**config.mk**
```make
export PLATFORM = sky130hd
export DESIGN_NAME = filter_ctrl
export DESIGN_NICKNAME = d
export VERILOG_FILES = /design/src/rtl/filter_ctrl_pkg.sv /design/src/rtl/sync2.sv /design/src/rtl/filter_ctrl.sv
export SDC_FILE = /design/constraint.sdc
export NUM_CORES = 1
export LEC_CHECK = 0
export ABC_AREA = 1
export CAP_MARGIN = 20
export CELL_PAD_IN_SITES_DETAIL_PLACEMENT = 1
export CELL_PAD_IN_SITES_GLOBAL_PLACEMENT = 1
export CORE_MARGIN = 10
export CORE_UTILIZATION = 40
export DETAILED_ROUTE_END_ITERATION = 10
export HOLD_SLACK_MARGIN = 0.12
export PLACE_DENSITY_LB_ADDON = 0.08
export SLEW_MARGIN = 5
export SYNTH_ARGS = -nofsm -noshare
export SYNTH_HDL_FRONTEND = slang
export SYNTH_SLANG_ARGS = --single-unit
```
**constraint.sdc**
```tcl
create_clock -name wb_clk_i -period 5.3 [get_ports wb_clk_i]
set_clock_uncertainty 0.1 [all_clocks]
set_input_delay 0.795 -clock wb_clk_i [delete_from_list [all_inputs] [get_ports wb_clk_i]]
set_output_delay 0.795 -clock wb_clk_i [all_outputs]
set_load 0.01 [all_outputs]
```
**src/rtl/filter_ctrl_pkg.sv**
```systemverilog
// Shared types and default widths for the filter channel controller.
package filter_ctrl_pkg;
  typedef enum logic {IDLE = 1'b0, RUN = 1'b1} state_t;

  localparam int DEF_DIV_W = 8;
  localparam int DEF_CNT_W = 16;
endpackage

```
**src/rtl/sync2.sv**
```systemverilog
// Two-flop synchronizer for a single asynchronous bit, cleared to 0 on reset.
module sync2 (
  input  logic clk,
  input  logic rst,
  input  logic d,
  output logic q
);
  logic meta;

  always_ff @(posedge clk or posedge rst) begin
    if (rst) begin
      meta <= 1'b0;
      q    <= 1'b0;
    end else begin
      meta <= d;
      q    <= meta;
    end
  end
endmodule

```
**src/rtl/filter_ctrl.sv**
```systemverilog
// Filter channel controller: cclk/div2/lo generation, comparator sampling on
// phi1b_dig rising edges, feedback bit and windowed high-count with handshake.
module filter_ctrl
  import filter_ctrl_pkg::*;
#(
  parameter int DIV_W = DEF_DIV_W,
  parameter int CNT_W = DEF_CNT_W
) (
  input  logic             wb_clk_i,
  input  logic             wb_rst_i,
  input  logic             en,
  input  logic [DIV_W-1:0] clkdiv,
  input  logic [3:0]       lo_div,
  input  logic [CNT_W-1:0] win_len,
  input  logic             high_buf,
  input  logic             phi1b_dig,
  output logic             cclk,
  output logic             div2,
  output logic             lo,
  output logic             fb1,
  output logic [CNT_W-1:0] out_data,
  output logic             out_valid,
  input  logic             out_ready,
  output logic             ovf,
  input  logic             ovf_clr,
  output logic             busy
);
  state_t           state;
  logic [DIV_W-1:0] div_cnt;
  logic [3:0]       lo_cnt;
  logic [CNT_W-1:0] acc;
  logic [CNT_W-1:0] win_cnt;
  logic             phi_d;
  logic             high_s;
  logic             phi_s;
  logic [1:0]       async_in;
  logic [1:0]       sync_out;
  logic             samp;
  logic             eow;
  logic [CNT_W-1:0] acc_sum;

  assign async_in = {phi1b_dig, high_buf};

  for (genvar gi = 0; gi < 2; gi++) begin : g_sync
    sync2 u_sync (
      .clk (wb_clk_i),
      .rst (wb_rst_i),
      .d   (async_in[gi]),
      .q   (sync_out[gi])
    );
  end

  assign high_s = sync_out[0];
  assign phi_s  = sync_out[1];

  assign samp    = (state == RUN) && phi_s && !phi_d;
  // A sample coinciding with the disable edge is dropped, so no result can load then.
  assign eow     = samp && en && (win_cnt == win_len);
  assign acc_sum = (high_s && (&acc)) ? acc : acc + {{(CNT_W-1){1'b0}}, high_s};

  // Run-state FSM and clock generation.
  always_ff @(posedge wb_clk_i or posedge wb_rst_i) begin
    if (wb_rst_i) begin
      state   <= IDLE;
      busy    <= 1'b0;
      div_cnt <= '0;
      lo_cnt  <= '0;
      cclk    <= 1'b0;
      div2    <= 1'b0;
      lo      <= 1'b0;
    end else begin
      case (state)
        IDLE: begin
          div_cnt <= '0;
          lo_cnt  <= '0;
          cclk    <= 1'b0;
          div2    <= 1'b0;
          lo      <= 1'b0;
          if (en) begin
            state <= RUN;
            busy  <= 1'b1;
          end
        end
        RUN: begin
          if (!en) begin
            state   <= IDLE;
            busy    <= 1'b0;
            div_cnt <= '0;
            lo_cnt  <= '0;
            cclk    <= 1'b0;
            div2    <= 1'b0;
            lo      <= 1'b0;
          end else if (div_cnt >= clkdiv) begin
            div_cnt <= '0;
            cclk    <= ~cclk;
            if (!cclk) begin
              div2 <= ~div2;
              if (lo_cnt == lo_div) begin
                lo     <= ~lo;
                lo_cnt <= '0;
              end else begin
                lo_cnt <= lo_cnt + 4'd1;
              end
            end
          end else begin
            div_cnt <= div_cnt + DIV_W'(1);
          end
        end
        default: state <= IDLE;
      endcase
    end
  end

  // Sampling, feedback and window accumulation.
  always_ff @(posedge wb_clk_i or posedge wb_rst_i) begin
    if (wb_rst_i) begin
      phi_d   <= 1'b0;
      fb1     <= 1'b0;
      acc     <= '0;
      win_cnt <= '0;
    end else begin
      phi_d <= phi_s;
      if (state != RUN || !en) begin
        fb1     <= 1'b0;
        acc     <= '0;
        win_cnt <= '0;
      end else if (samp) begin
        fb1 <= high_s;
        if (win_cnt == win_len) begin
          acc     <= '0;
          win_cnt <= '0;
        end else begin
          acc     <= acc_sum;
          win_cnt <= win_cnt + CNT_W'(1);
        end
      end
    end
  end

  // Result handshake stays live in IDLE so a pending count can still drain.
  always_ff @(posedge wb_clk_i or posedge wb_rst_i) begin
    if (wb_rst_i) begin
      out_data  <= '0;
      out_valid <= 1'b0;
      ovf       <= 1'b0;
    end else begin
      if (eow) begin
        out_data  <= acc_sum;
        out_valid <= 1'b1;
      end else if (out_valid && out_ready) begin
        out_valid <= 1'b0;
      end
      if (eow && out_valid && !out_ready) begin
        ovf <= 1'b1;
      end else if (ovf_clr) begin
        ovf <= 1'b0;
      end
    end
  end
endmodule

```
# Yosys cells after proc, flatten, opt, wreduce, memory -nomap -nowiden
# Cells that the tools add are included.
# word_totals
register_bits	73
in_bits	35
word_cells	90
# classes
muxes	37
order_cmp	1
bitwise	4
n_reduce_logical	19
n_addsub	4
eq_ne	7
# op_table
op	count
two-way mux 16 bit	7
two-way mux 1 bit	18
adder 16 x 1 -> 16 bit	1
adder 16 x 1 -> 16 bit (second input constant)	1
equality test 16 bit	1
two-way mux 4 bit	4
two-way mux 8 bit	2
case mux 8 bit (2 select lines)	1
AND reduction 16 bit	1
adder 8 x 1 -> 8 bit (second input constant)	1
>= comparator 8 bit	1
logical AND 1 bit	8
case mux 1 bit (2 select lines)	4
case mux 4 bit (2 select lines)	1
!= test 3 x 2 -> 1 bit (second input constant)	2
nonzero test 2 bit	3
adder 4 x 1 -> 4 bit (second input constant)	1
equality test 4 bit	1
!= test 2 bit (second input constant)	2
inverter 1 bit	4
AND reduction 2 bit	2
logical NOT 1 bit	3
!= test 3 bit (second input constant)	1
AND reduction 3 bit	1
logical OR 1 bit	1

# Longest topological paths before layout
# Gate-level depths: netlist of run 1.
# depth
word_depth	7
mapped_depth	11
depth_no_buf	11

# By module
# Synthesis of run 1 repeated with hierarchy kept, for this count alone.
# unflattened
hier_cells	616
area_unflattened_um2	4405.5
# modules_own_cells
mod	cells_per_inst	seq_area_each_um2	n_inst	area_per_inst_um2
filter_ctrl	610	1726.7	1	4297.9
sync2	3	50.0	2	53.8

# Worst setup path before layout of run 1
# OpenSTA, ideal clock, no wires.
# synth_timing
kind	in2reg
from	in clkdiv[7]
to	reg lo_cnt[2]
path_stages	8
path_buffers	0
setup_slack_ns	3.146
setup_ns	0.065
required_ns	5.135
t_arrival_ns	1.990
path_cell_list	inv_1 ha_1 a21o_1 nor2_1 nand4_1 nand2_1 nand2_1 nand2_1
# synth_between
elab_chain_len	3
# synth_lines
element	line	text
start, declared	filter_ctrl.sv:12	input logic [DIV_W-1:0] clkdiv,
>= comparator 8 bit	filter_ctrl.sv:93	end else if (div_cnt >= clkdiv) begin
!= test 3 x 2 -> 1 bit (no source line)	-	
AND reduction 2 bit (no source line)	-	
end signal, assigned	filter_ctrl.sv:102	lo_cnt <= lo_cnt + 4'd1;
end, declared	filter_ctrl.sv:30	logic [3:0] lo_cnt;
# No other way between the ends.
# A chain may end at the register's enable or synchronous reset.

# Final worst setup path of run 1
# layout_timing
from	in win_len[14]
to	reg win_cnt[7]
# layout_between
elab_chain_len	4
# layout_lines
element	line	text
start, declared	filter_ctrl.sv:14	input logic [CNT_W-1:0] win_len,
equality test 16 bit	filter_ctrl.sv:129	if (win_cnt == win_len) begin
two-way mux 16 bit	filter_ctrl.sv:129	
two-way mux 16 bit	filter_ctrl.sv:127	end else if (samp) begin
two-way mux 16 bit	filter_ctrl.sv:123	if (state != RUN || !en) begin
end signal, assigned	filter_ctrl.sv:134	win_cnt <= win_cnt + CNT_W'(1);
end, declared	filter_ctrl.sv:32	logic [CNT_W-1:0] win_cnt;
# No other way between the ends. The select of a mux whose other input is x is not followed.

==> results of run 1 <==
layout make-up:
class | count | area, µm²
Sequential cell | 73 | 1830
Timing Repair Buffer | 60 | 593
Clock inverter | 5 | 103
Clock buffer | 11 | 141
Multi-Input combinational cell | 452 | 2160
Inverter | 64 | 241
Fill cell | 1338 | 5180
Tap cell | 136 | 170
routing by layer:
layer  wire (µm)  part of all wire [%]  vias to the layer above  track usage, %
li1            -                     -                     2012               -
met1        5610                    46                     1964            21.4
met2        5750                    47                       72            27.7
met3         721                   5.9                        9            5.07
met4          88                  0.72                        0            3.06
met5           0                     0                        -               0
power by group through the flow:
stage	Clock (µW)	Combinational, µW	Sequential [µW]
finish	548	110	576
global route	587	125	577
CTS	560	113	576
detailed placement	0	111	586
global placement	0	107	586
floorplan	0	56.5	585
worst paths after layout:
path | from | to | slack (ns) | cells past startpoint
max in group asynchronous | wb_rst_i | out_data[11]$_DFFE_PP0P_ | 3.31 | 3
min | g_sync[0].u_sync.meta$_DFF_PP0_ | g_sync[0].u_sync.q$_DFF_PP0_ | 0.24 | 0
max reg2reg | win_cnt[11]$_DFFE_PP0P_ | win_cnt[7]$_DFFE_PP0P_ | 2.70 | 9
max | win_len[14] | win_cnt[7]$_DFFE_PP0P_ | 2.27 | 10
min reg2reg | g_sync[0].u_sync.meta$_DFF_PP0_ | g_sync[0].u_sync.q$_DFF_PP0_ | 0.24 | 0
min in group asynchronous | wb_rst_i | div_cnt[7]$_DFF_PP0_ | 0.77 | 2
sequential cells by signal, summed over array words and instances (netlist names), 2 cells and up:
register and count:
acc 16, div_cnt 8, g_sync.u_sync.meta 2, g_sync.u_sync.q 2, lo_cnt 4, out_data 16, win_cnt 16
worst reg2reg max path, cell delays in order (launching register included):
cell,delay [ns]
dfrtp_1,0.48
inv_1,0.07
nand2_1,0.07
nand2_1,0.07
nor2_1,0.10
nand2_1,0.07
nor2_2,0.19
nand2_1,0.55
a21oi_2,0.69
nor2_1,0.09
cells by family (layout without fill, tap and decap cells):
logic type | after synthesis | after routing
buf+inv | 78 | 140
simple gates | 397 | 397
fa+ha+maj | 14 | 14
xor+xnor | 23 | 23
flops | 73 | 73
compound gates | 18 | 18
cells in the final DEF, fill, tap and decap left out:
cell | netlist | layout
nand2_2 | 1 | 1
clkinvlp_4 | 0 | 1
nor2_2 | 2 | 2
o21ai_2 | 1 | 1
ha_1 | 14 | 14
clkinv_2 | 1 | 2
nor3_1 | 4 | 4
a21boi_0 | 1 | 1
inv_1 | 47 | 46
nand2_1 | 253 | 253
nand3b_4 | 1 | 1
nand3_1 | 22 | 22
a21oi_1 | 3 | 3
o21ai_0 | 6 | 6
dfrtp_1 | 73 | 73
buf_4 | 1 | 3
nor2_4 | 1 | 1
inv_2 | 16 | 17
clkbuf_1 | 2 | 1
a21o_1 | 1 | 1
nand4_1 | 40 | 40
nand3b_1 | 3 | 3
xnor2_1 | 6 | 6
bufinv_16 | 0 | 3
clkdlybuf4s50_1 | 0 | 57
o22ai_2 | 1 | 1
o21bai_1 | 3 | 3
a31oi_1 | 1 | 1
nor2_1 | 70 | 70
clkbuf_8 | 0 | 10
xor2_1 | 17 | 17
a21oi_2 | 1 | 1
synth_stat cells, types with 3 or more instances:
library cell,n,area share (%)
o21bai_1,3,0.52
xnor2_1,6,1.2
dfrtp_1,73,42
nor2_1,70,6.1
xor2_1,17,3.5
nand4_1,40,5.8
nand3_1,22,2.6
o21ai_0,6,0.70
nand3b_1,3,0.52
buf_2,8,0.93
a21oi_1,3,0.35
nor3_1,4,0.47
nand2_1,253,22
inv_1,47,4.1
ha_1,14,4.1
inv_2,16,1.4
through the flow:
| stage | worst slack [ns] | instance area (µm²) | util [%] |
|---|---|---|---|
| floorplan | 2.55 | 4300 | - |
| global placement | 1.96 | 4990 | 47.9 |
| detailed placement | 1.91 | 4990 | 47.9 |
| CTS | 2.31 | 5240 | 50.3 |
| global route | 2.08 | 5240 | 50.3 |
| finish | 2.27 | 5240 | 50.3 |
==> flow_metrics.tcl, run 1 <==
set metrics [dict create \
    critPathArrivalTime_ns 3.15 \
    peakVddDrop_uv 159 \
    finalSetupTns_ns 0 \
    worstHoldPathType "reg -> reg" \
    num_rows 37 \
    io_pins 58 \
    nets 709 \
    wl_per_cell_um 15.2 \
    critPathRequiredTime_ns 5.42 \
    fmax_ghz 0.330 \
    cap_violations 0 \
    clkTransAtPathRegs_ns 0.09 \
    grt_pass1_vias 4256 \
    clock_sinks 73 \
    final_cells 801 \
    p_switching_uw 295 \
    timing.slew.headroom_pct 42.7 \
    firstDrtPassIters 4 \
    via_per_inst 5.06 \
    drt_iter0_markers 180 \
    cp_top_family "simple AND/OR/NAND/NOR gates" \
    worst_slew_pin_slew_ns 0.857 \
    synth_async_sr_flop_share_pct 100 \
    power.internal_uw 939 \
    rsz0062_at_grt "false" \
    clockBufferDepth 2 \
    drc_errors 0 \
    ys_dominant_reg_cell "dfrtp_1" \
    cts_buffers 9 \
    synthesis.nets 652 \
    ant_nets 0 \
    crit_buf_inv 2 \
    synth-seq-cells 73 \
    cts_resized 0 \
    place_inst 785 \
    drt_wl_total_um 12200 \
    design.core.area_um2 10400 \
    total_power_uw 1230 \
    syn_area_um2 4300 \
    place_congestion 0.848 \
    p_clk_share_pct 44.4 \
    synth_edf_count 0 \
    synth_top_family_by_area "simple AND/OR/NAND/NOR gates" \
    power_density_nw_per_um2 236 \
    start_kind "input pin" \
    cp_cell_sequence "clkdlybuf4s50_1 -> inv_1 -> nand2_1 -> nand2_1 -> nor2_1 -> nand2_1 -> nor2_2 -> nand2_1 -> a21oi_2 -> nor2_1" \
    hold_ws_ns 0.243 \
    synth_fa_ha_area_share_pct 4.07 \
    crit_slowest_cell "a21oi_2" \
    die_h_um 124 \
    pwr-share-seq_pct 46.6 \
    synthMuxAreaShare_pct 0 \
    synth_area_per_cell_um2 7.14 \
    grt_max_degree 43 \
    tritoncts "built" \
    initial_core_util_pct 41.3 \
    hold_viol_final 0 \
    max_stage_delay_ns 0.69 \
    path_common_cell "nand2_1" \
    crit_fanout 22 \
    port_buffers 57 \
    synth_compound_area_share_pct 2.76 \
    track_usage_pct 16.8 \
    setup.worst_path.end_class "flop" \
    syn_to_final_growth_pct 21.7 \
    diodes 0 \
    drv_slew 0 \
    min_period_ns 3.03 \
    antenna_found_initial 0 \
    synth_xor_area_share_pct 4.68 \
    yosys.area_share.simple_pct 38.7 \
    drive_gt1_share_pct 6.62 \
    swShare_pct 23.9 \
    cts_setup_buffers 0 \
    period_share_pct 57.2 \
    yosysWarnings 0 \
    htreeDepth 3 \
    leakagePower_uw 0.00269 \
    dieArea_um2 15300 \
    grt_pass1_wl_um 20800 \
    die_w_um 124 \
    vias 4057 \
    overflow 0 \
    path_class "in -> reg" \
    dp_hpwl_um 8960 \
    finalSetupViolCount 0 \
    synth_cell_types 31 \
    cts-root-buf "clkbuf_8" \
    comb_power_share_pct 8.9 \
    synth_seq_area_share_pct 42.5 \
    cts_hold_buf 0 \
    synthCells 603 \
    status "finished clean" \
    clk_latency_ns 0.37 \
]
(Power assumes the default switching activity.)
==> run 2, diff against run 1 <==
Settings changed: CORE_UTILIZATION 40 to 36.
Clock period 5.3 ns to 2.68 ns, I/O delays scaled along.
==> run 2 against run 1 <==
Final area rose by 2.6%. Highest routed layer unchanged. Global-route usage fell by 1.0 points. Hold slack worse by 0.023 ns. Die area increased by 9.3%. Utilization down 3.8 points. Via count is 0.69% lower. Critical path depth fell by 1. Register-to-register slack got worse by 2.2 ns.
==> flow_metrics.tcl, run 2 (synthesis results as in run 1) <==
set metrics [dict create \
    cp_cell_sequence "clkdlybuf4s50_1 -> inv_1 -> ha_1 -> a21o_1 -> nor2_1 -> nand4_1 -> nand2_1 -> nand2_1 -> nand2_1" \
    path_common_cell "nand2_1" \
    drt_wl_total_um 12300 \
    diodes 0 \
    place_congestion 0.843 \
    syn_to_final_growth_pct 24.9 \
    hold_viol_final 0 \
    overflow 0 \
    port_buffers 57 \
    timing.slew.headroom_pct 51.7 \
    power_density_nw_per_um2 489 \
    status "finished clean" \
    cts_hold_buf 0 \
    peakVddDrop_uv 457 \
    cts_setup_buffers 0 \
    critPathArrivalTime_ns 2.38 \
    rsz0062_at_grt "false" \
    die_w_um 129 \
    reg_top3 "acc: 16 flops, out_data: 16 flops, win_cnt: 16 flops" \
    nets 716 \
    antenna_found_initial 0 \
    wl_per_cell_um 15.1 \
    cts_resized 0 \
    ant_nets 0 \
    drc_errors 0 \
    io_pins 58 \
    clkTransAtPathRegs_ns 0.06 \
    crit_fanout 10 \
    clk_latency_ns 0.35 \
    cap_violations 0 \
    drive_gt1_share_pct 7.74 \
    critPathRequiredTime_ns 2.86 \
    crit_buf_inv 2 \
    vias 4029 \
    design.core.area_um2 11600 \
    track_usage_pct 15.8 \
    tritoncts "built" \
    finalSetupTns_ns 0 \
    grt_pass1_wl_um 21400 \
    min_period_ns 2.20 \
    cts-root-buf "clkbuf_16" \
    num_rows 39 \
    dieArea_um2 16700 \
    start_kind "input pin" \
    grt_pass1_vias 4275 \
    setup.worst_path.end_class "flop" \
    final_common_cell "nand2_1" \
    via_per_inst 4.94 \
    htreeDepth 3 \
    worst_slew_pin_slew_ns 0.724 \
    cts_buffers 9 \
    crit_slowest_cell "clkdlybuf4s50_1" \
    worstHoldPathType "in -> async" \
    fin_util_pct 46.5 \
    fmax_ghz 0.455 \
    path_class "in -> reg" \
    grt_max_degree 38 \
    period_share_pct 82.0 \
    cp_top_family "simple AND/OR/NAND/NOR gates" \
    dpl_worst_slack_ns 0.151 \
    finalSetupViolCount 0 \
    initial_core_util_pct 37.2 \
    crit_start "clkdiv[7]" \
    clock_sinks 73 \
    max_stage_delay_ns 0.45 \
    dp_hpwl_um 9340 \
    firstDrtPassIters 4 \
    setup_ws_ns 0.483 \
    drt_iter0_markers 197 \
    leakagePower_uw 0.00276 \
    clockBufferDepth 2 \
    drv_slew 0 \
    r2r_start "g_sync[0].u_sync.q$_DFF_PP0_" \
    final_cell_mix "nand2_1 (253), dfrtp_1 (73), nor2_1 (70), clkdlybuf4s50_1 (57), inv_1 (46)" \
    die_h_um 129 \
]
==> run 2: path summary, 6_finish.rpt <==
kind / end / slack [ns] / depth (start not counted)
setup / recovery: div2$_DFFE_PP0P_ / 0.48 / 9
hold / removal: win_cnt[9]$_DFFE_PP0P_ / 0.22 / 2
setup reg to reg: out_data[14]$_DFFE_PP0P_ / 0.51 / 9
hold reg to reg: g_sync[0].u_sync.q$_DFF_PP0_ / 0.25 / 0
max in group asynchronous: ovf$_DFFE_PP0P_ / 1.61 / 3
min in group wb_clk_i: g_sync[0].u_sync.q$_DFF_PP0_ / 0.25 / 0
==> run 2: layout make-up <==
type | count | area (µm²)
fill | 1494 | 6190
multi-input combinational | 452 | 2160
sequential | 73 | 1830
clock buffer | 11 | 253
inverter | 64 | 241
clock inverter | 5 | 53.8
tap | 143 | 179
timing repair buffer | 67 | 658
==> run 2: stage by stage <==
stage / total power, µW / instance area [µm²] / hold slack [ns] / instances
6_report: 2630 / 5370 / 0.220 / 815
5_1_grt: 2750 / 5370 / 0.248 / 815
4_1_cts: 2670 / 5370 / 0.221 / 815
3_5_place_dp: 1390 / 5070 / 0.238 / 799
3_3_place_gp: 1380 / 5070 / 0.235 / 799
2_1_floorplan: 1270 / 4300 / 0.231 / 603
==> run 2: power breakdown <==
| part | leakage, µW | internal (µW) | switching (µW) | total, µW |
|---|---|---|---|---|
| clock | 0.000155 | 768 | 489 | 1260 |
| sequential | 0.000997 | 1120 | 19.5 | 1140 |
| combinational | 0.00161 | 102 | 126 | 228 |
==> run 2: routing by layer <==
metal / global-route usage (%) / up-vias / share of wire, %
li1: - / 2025 / -
met1: 19.8 / 1926 / 47
met4: 4.62 / 0 / 1.1
met3: 5.18 / 10 / 5.9
met2: 25.3 / 68 / 46
met5: 0 / - / 0
